File: config.mk
export PLATFORM = sky130hd
export DESIGN_NAME = spi_master_arbiter_flat
export DESIGN_NICKNAME = d
export VERILOG_FILES = /design/src/rtl/spi_master_arbiter_if.sv /design/src/rtl/spi_master_arbiter.sv /design/src/flat_wrapper.sv
export SDC_FILE = /design/constraint.sdc
export NUM_CORES = 1
export LEC_CHECK = 0
export CELL_PAD_IN_SITES_DETAIL_PLACEMENT = 1
export CELL_PAD_IN_SITES_GLOBAL_PLACEMENT = 1
export CORE_ASPECT_RATIO = 0.75
export CORE_MARGIN = 2
export CORE_UTILIZATION = 34
export CTS_CLUSTER_SIZE = 30
export DETAILED_ROUTE_END_ITERATION = 8
export GPL_TIMING_DRIVEN = 1
export PLACE_DENSITY = 0.82
export SLEW_MARGIN = 20
export SYNTH_ARGS = -nofsm -noshare
export SYNTH_HDL_FRONTEND = slang
export SYNTH_SLANG_ARGS = --single-unit
File: constraint.sdc
create_clock -name clk_i -period 3.2 [get_ports clk_i]
set_input_delay 0.64 -clock clk_i [delete_from_list [all_inputs] [get_ports clk_i]]
set_output_delay 0.64 -clock clk_i [all_outputs]
set_load 0.01 [all_outputs]
File: src/rtl/spi_master_arbiter_if.sv
// Bundle of requester-side and SPI-driver-side signals around spi_master_arbiter.
// The master modport is the arbiter's view; slave is the view of everything around it.
interface spi_master_arbiter_if #(
   parameter int NUM_REQ = 4
);
   logic [NUM_REQ-1:0]   req_bi;
   logic [NUM_REQ-1:0]   lock_bi;
   logic [NUM_REQ*8-1:0] data_in_bi;
   logic [NUM_REQ-1:0]   gnt_bo;
   logic [NUM_REQ-1:0]   done_bo;
   logic [NUM_REQ-1:0]   err_bo;
   logic [7:0]           data_out_bo;
   logic                 busy_o;
   logic                 m_start_o;
   logic [7:0]           m_data_o;
   logic                 m_ready_i;
   logic [7:0]           m_data_i;

   modport master (
      input  req_bi, lock_bi, data_in_bi, m_ready_i, m_data_i,
      output gnt_bo, done_bo, err_bo, data_out_bo, busy_o, m_start_o, m_data_o
   );

   modport slave (
      output req_bi, lock_bi, data_in_bi, m_ready_i, m_data_i,
      input  gnt_bo, done_bo, err_bo, data_out_bo, busy_o, m_start_o, m_data_o
   );
endinterface

File: src/rtl/spi_master_arbiter.sv
// Round-robin arbiter sharing one SPI master driver between NUM_REQ byte requesters,
// with per-requester lock for back-to-back bursts and a start-acknowledge timeout.
module spi_master_arbiter #(
   parameter int NUM_REQ     = 4,
   parameter int ACK_TIMEOUT = 16
) (
   input  logic                clk_i,
   input  logic                rst_n_i,
   spi_master_arbiter_if.master bus
);
   localparam int IDX_W = $clog2(NUM_REQ);
   localparam int CNT_W = $clog2(ACK_TIMEOUT + 1);

   typedef enum logic [2:0] {
      S_IDLE,
      S_START,
      S_WAIT_BUSY,
      S_WAIT_DONE,
      S_DONE
   } state_t;

   state_t             r_state;
   logic [IDX_W-1:0]   r_ptr;
   logic [IDX_W-1:0]   r_owner;
   logic [CNT_W-1:0]   r_cnt;
   logic [NUM_REQ-1:0] r_gnt;
   logic [NUM_REQ-1:0] r_done;
   logic [NUM_REQ-1:0] r_err;
   logic [7:0]         r_data_out;
   logic [7:0]         r_m_data;
   logic               r_busy;
   logic               r_m_start;

   logic               w_found;
   logic [IDX_W-1:0]   w_idx;
   logic [IDX_W-1:0]   w_winner;
   logic [NUM_REQ-1:0] w_winner_oh;

   // Scan starts just after the last owner, so it has the lowest priority next.
   always_comb begin
      // NOTE: every variable gets a default before any conditional write, so no latch is inferred.
      w_found     = 1'b0;
      w_idx       = r_ptr;
      w_winner    = r_ptr;
      w_winner_oh = '0;
      for (int i = 1; i <= NUM_REQ; i++) begin
         w_idx = IDX_W'((int'(r_ptr) + i) % NUM_REQ);
         if (!w_found && bus.req_bi[w_idx]) begin
            w_found  = 1'b1;
            w_winner = w_idx;
         end
      end
      w_winner_oh[w_winner] = 1'b1;
   end

   always_ff @(posedge clk_i) begin
      // NOTE: non-blocking assignments keep every register update based on pre-edge values.
      if (!rst_n_i) begin
         r_state    <= S_IDLE;
         r_ptr      <= IDX_W'(NUM_REQ - 1);
         r_owner    <= '0;
         r_cnt      <= '0;
         r_gnt      <= '0;
         r_done     <= '0;
         r_err      <= '0;
         r_data_out <= '0;
         r_m_data   <= '0;
         r_busy     <= 1'b0;
         r_m_start  <= 1'b0;
      end else begin
         r_m_start <= 1'b0;
         r_done    <= '0;
         r_err     <= '0;
         case (r_state)
            S_IDLE: begin
               if (w_found && bus.m_ready_i) begin
                  r_gnt    <= w_winner_oh;
                  r_owner  <= w_winner;
                  r_m_data <= bus.data_in_bi[{w_winner, 3'b000} +: 8];
                  r_busy   <= 1'b1;
                  r_state  <= S_START;
               end
            end
            S_START: begin
               r_m_start <= 1'b1;
               r_cnt     <= '0;
               r_state   <= S_WAIT_BUSY;
            end
            S_WAIT_BUSY: begin
               if (!bus.m_ready_i) begin
                  r_state <= S_WAIT_DONE;
               end else if (r_cnt == CNT_W'(ACK_TIMEOUT - 1)) begin
                  // The master never acknowledged the start: give up on this transfer.
                  r_err   <= r_gnt;
                  r_gnt   <= '0;
                  r_ptr   <= r_owner;
                  r_busy  <= 1'b0;
                  r_state <= S_IDLE;
               end else begin
                  r_cnt <= r_cnt + 1'b1;
               end
            end
            S_WAIT_DONE: begin
               if (bus.m_ready_i) begin
                  r_data_out <= bus.m_data_i;
                  r_done     <= r_gnt;
                  r_state    <= S_DONE;
               end
            end
            S_DONE: begin
               if (bus.lock_bi[r_owner] && bus.req_bi[r_owner]) begin
                  r_m_data <= bus.data_in_bi[{r_owner, 3'b000} +: 8];
                  r_state  <= S_START;
               end else begin
                  r_ptr   <= r_owner;
                  r_gnt   <= '0;
                  r_busy  <= 1'b0;
                  r_state <= S_IDLE;
               end
            end
            default: r_state <= S_IDLE;
         endcase
      end
   end

   assign bus.gnt_bo      = r_gnt;
   assign bus.done_bo     = r_done;
   assign bus.err_bo      = r_err;
   assign bus.data_out_bo = r_data_out;
   assign bus.busy_o      = r_busy;
   assign bus.m_start_o   = r_m_start;
   assign bus.m_data_o    = r_m_data;
endmodule

File: src/flat_wrapper.sv
// flat-port wrapper written by rule: the top's interface ports become plain ports
module spi_master_arbiter_flat 
#(
   parameter int NUM_REQ     = 4,
   parameter int ACK_TIMEOUT = 16
)
  (clk_i, rst_n_i, bus_req_bi, bus_lock_bi, bus_data_in_bi, bus_m_ready_i, bus_m_data_i, bus_gnt_bo, bus_done_bo, bus_err_bo, bus_data_out_bo, bus_busy_o, bus_m_start_o, bus_m_data_o);
  spi_master_arbiter_if #(.NUM_REQ(NUM_REQ)) bus_i ();
  input  logic clk_i;
  input  logic rst_n_i;
  input wire logic [$bits(bus_i.req_bi)-1:0] bus_req_bi;
  input wire logic [$bits(bus_i.lock_bi)-1:0] bus_lock_bi;
  input wire logic [$bits(bus_i.data_in_bi)-1:0] bus_data_in_bi;
  input wire logic [$bits(bus_i.m_ready_i)-1:0] bus_m_ready_i;
  input wire logic [$bits(bus_i.m_data_i)-1:0] bus_m_data_i;
  output wire logic [$bits(bus_i.gnt_bo)-1:0] bus_gnt_bo;
  output wire logic [$bits(bus_i.done_bo)-1:0] bus_done_bo;
  output wire logic [$bits(bus_i.err_bo)-1:0] bus_err_bo;
  output wire logic [$bits(bus_i.data_out_bo)-1:0] bus_data_out_bo;
  output wire logic [$bits(bus_i.busy_o)-1:0] bus_busy_o;
  output wire logic [$bits(bus_i.m_start_o)-1:0] bus_m_start_o;
  output wire logic [$bits(bus_i.m_data_o)-1:0] bus_m_data_o;
  assign bus_i.req_bi = bus_req_bi;
  assign bus_i.lock_bi = bus_lock_bi;
  assign bus_i.data_in_bi = bus_data_in_bi;
  assign bus_i.m_ready_i = bus_m_ready_i;
  assign bus_i.m_data_i = bus_m_data_i;
  assign bus_gnt_bo = bus_i.gnt_bo;
  assign bus_done_bo = bus_i.done_bo;
  assign bus_err_bo = bus_i.err_bo;
  assign bus_data_out_bo = bus_i.data_out_bo;
  assign bus_busy_o = bus_i.busy_o;
  assign bus_m_start_o = bus_i.m_start_o;
  assign bus_m_data_o = bus_i.m_data_o;
  spi_master_arbiter #(.NUM_REQ(NUM_REQ), .ACK_TIMEOUT(ACK_TIMEOUT)) u_core (.clk_i(clk_i), .rst_n_i(rst_n_i), .bus(bus_i));
endmodule
==> impl_metrics.csv <==
group,metric,value,unit
synth,avgSynthCellArea,8.73,um^2
setup_path,worstReg2RegStart,"u_core.r_state[2]$_SDFFE_PN0P_",
sta,drv_slew,0,
sta,rsz0062_at_grt,"no",
global_routing,antenna_found_initial,0,
min_path,worstHoldStart,"u_core.bus.data_out_bo[7]$_SDFFE_PN0P_",
global_routing,grt_pass1_vias,2036,
power,p_sw_share,29.0,%
sta,max_freq,0.340,GHz
global_routing,grt_max_degree,23,
synth,yosysWarnings,0,
sta,setup_viol,0,
die,io-pin-count,81,
synth,synth_edf_count,0,
setup_path,cp-end-kind,"register",
layout,num_antenna_cells,0,
setup_path,cp_cell_sequence,"clkdlybuf4s50_1 > buf_4 > o41ai_1 > nor4_1 > a21o_1 > nand3_1 > o2111a_1",
place,hpwl,4690,um
die,design.die.area,6810,um^2
layout,nets,375,
clocking,post_cts_buffers,0,
route,wire_per_inst,15.4,um
setup_path,rrSetupSlack,0.73,ns
power,p_per_area,408,nW/um^2
route,firstDrtPassIters,4,
min_path,min_path_type,"reg -> reg",
layout,syn_to_final_growth,47.4,%
job,drv_cap,0,
setup_path,crit_arrival,3.13,ns
synth,synth_seq_cells,42,
clocking,cts_buffers,5,
layout,fillers,707,
setup_path,worstReg2RegEnd,"u_core.bus.m_data_o[7]$_SDFFE_PN0P_",
clocking,cts_tree,"built",
status,outcome,"finished clean",
synth,synth_cell_types,45,
synth,ys_seq_area_share,40.1,%
layout,final_cell_mix,"80 x clkdlybuf4s50_1, 42 x dfxtp_1, 30 x nand2_1",
layout,regArea,841,um^2
setup_path,path_delay_family,"simple AND/OR/NAND/NOR gates",
setup_path,required,3.40,ns
power,ir_drop,149,uV
sta,timing.final.ws_setup,0.261,ns
global_routing,grtUsageTotal,18.9,%
setup_path,cpMaxStageDelayCell,"nor4_1",
power,p_leak,0.00117,uW
place,gp_congestion,0.795,
power,combPwrFrac,24.2,%
die,die_x,94.6,um
clocking,cts_root_buffer,"clkbuf_8",
die,initial_core_util,35.6,%
setup_path,reg2reg_depth,7,
sta,worst_slew_pin_slew,0.959,ns
route,drc_errors,0,
global_routing,grt_pass1_wl,9960,um
setup_path,start_kind,"input pin",
route,drt_iter0_drc,69,
sta,layout_min_cycle_time,2.94,ns
route,detail-route-antenna-nets,0,
die,fp.dieH,72.0,um
sta,fin_worst_skew,0.00956,ns
layout,layout-drive-gt1-share,7.12,%
setup_path,worst-path-buf-inv,2,
clocking,cts_sinks,42,
die,rows,24,
power,p_switching,365,uW
clocking,hold_buffers,0,
synth,synthFlopType,"dfxtp_1",
clocking,cts_resized,0,
synth,synthesis.area,2090,um^2
setup_path,max_stage_delay,0.75,ns
setup_path,crit_type,"in -> reg",
sta,hold_viol,0,
clocking,clk-insertion-delay-late,0.31,ns
place,io_buffers,80,
power,power.share.sequential,46.8,%
power,p_int,893,uW
synth,synthesis.instances,240,
layout,instances_no_fill,401,
route,avgViaCountPerCell,5.14,
die,core_region_area,5890,um^2
setup_path,critical_path.startpoint,"bus_req_bi[0]",
min_path,min_path_cells,2,
clocking,clock_path_buffers,2,
global_routing,gr-total-overflow,0,
min_path,hold_path_end,"u_core.bus.data_out_bo[7]$_SDFFE_PN0P_",
sta,finalCritPeriodShare,91.8,%
place,dp.cells,393,
power,pwr-share-clk,29.0,%
synth,synth_nets,293,
clocking,htreeDepth,2,
route,vias,2063,
clocking,path_clk_slew,0.08,ns
power,p_total,1260,uW
layout,final_common_cell,"clkdlybuf4s50_1",
setup_path,crit_fanout,22,
layout,multi_input_area,1170,um^2
synth,synthArstFlopShare,0,%
sta,slew_headroom,35.5,%
place,dp_slack,-0.0806,ns
route,drt-total-wl,6170,um
## synth_stat cells, types with 2 or more instances
cell	n	area (um^2)
o32ai_1	2	17.5
nor4_1	2	12.5
nor2b_1	4	25.0
nor2_1	18	67.6
or2b_1	2	15.0
dfxtp_1	42	841
xor2_1	2	17.5
nand2_1	30	113
a21oi_1	15	75.1
nand3_1	17	85.1
mux2i_1	20	200
a22o_1	5	43.8
and2_1	11	68.8
inv_1	5	18.8
nand2b_1	3	18.8
clkbuf_1	8	30.0
ha_1	2	25.0
o21ai_0	10	50.1
buf_2	4	20.0
o2111a_1	6	67.6
nand4_1	3	18.8
nor3_1	4	20.0
a31oi_1	3	18.8
## how the worst max path moves through the flow
stage / to / slack, ns / depth (start not counted)
floorplan: u_core.bus.m_data_o[0]$_SDFFE_PN0P_ / 0.97 / 7
global placement: u_core.bus.m_data_o[7]$_SDFFE_PN0P_ / -0.07 / 7
detailed placement: u_core.bus.m_data_o[4]$_SDFFE_PN0P_ / -0.08 / 7
CTS: u_core.bus.m_data_o[4]$_SDFFE_PN0P_ / 0.26 / 7
global route: u_core.bus.m_data_o[4]$_SDFFE_PN0P_ / 0.02 / 7
finish: u_core.bus.m_data_o[4]$_SDFFE_PN0P_ / 0.26 / 7
## worst min-delay path, stage by stage (launching register included)
cell	delay, ns
dfxtp_1	0.31
nand2_1	0.05
a21oi_1	0.05
## power by group through the flow
stage | clock [uW] | sequential [uW] | combinational, uW
after global placement | 0 | 599 | 297
after CTS | 368 | 589 | 308
final | 364 | 589 | 305
after global routing | 390 | 594 | 334
after detailed placement | 0 | 601 | 305
after floorplan | 0 | 592 | 163
## cells by family (layout without fill, tap and decap cells)
kind of cell / count (synthesis) / in the layout / synth area share (%)
buffers and inverters: 18 / 101 / 3.82
AND/OR/NAND/NOR: 102 / 102 / 24.6
adder cells (fa/ha/maj): 2 / 2 / 1.19
XOR/XNOR: 2 / 2 / 0.836
multiplexers: 22 / 22 / 10.8
AO/OA/AOI/OAI: 52 / 52 / 18.6
flip-flops: 42 / 42 / 40.1
## routing by layer
layer / GRT usage, % / vias up / share of wire [%]
met5: 0 / - / 0
met4: 6.28 / 0 / 1.4
met3: 2.91 / 7 / 3.9
met2: 32.1 / 39 / 48
met1: 24.8 / 986 / 47
li1: - / 1031 / -
## layout make-up
class	instances	area share, %
Multi-Input combinational cell	180	38.0
Timing Repair Buffer	88	27.9
Sequential cell	42	27.2
Tap cell	78	3.16
Clock buffer	6	2.68
Inverter	5	0.608
Clock inverter	2	0.405
## stage by stage
stage	util (%)	cell area [um^2]	hold slack, ns	setup TNS, ns
CTS	52.4	3090	0.460	0
detailed placement	50.8	2990	0.449	-0.360
finish	52.4	3090	0.456	0
floorplan	-	2090	0.460	0
global placement	50.7	2980	0.444	-0.341
global route	52.4	3090	0.481	0
## flip-flops by register name, indices dropped and copies added (netlist names)
register and count:
u_core.r_state 3, u_core.r_cnt 5, u_core.bus.done_bo 4, u_core.bus.err_bo 4, u_core.bus.m_data_o 8, u_core.r_owner 2, u_core.bus.busy_o 1, u_core.r_ptr 2
u_core.bus.gnt_bo 4, u_core.bus.m_start_o 1, u_core.bus.data_out_bo 8
No activity file was read; power rests on OpenSTA's default activity.
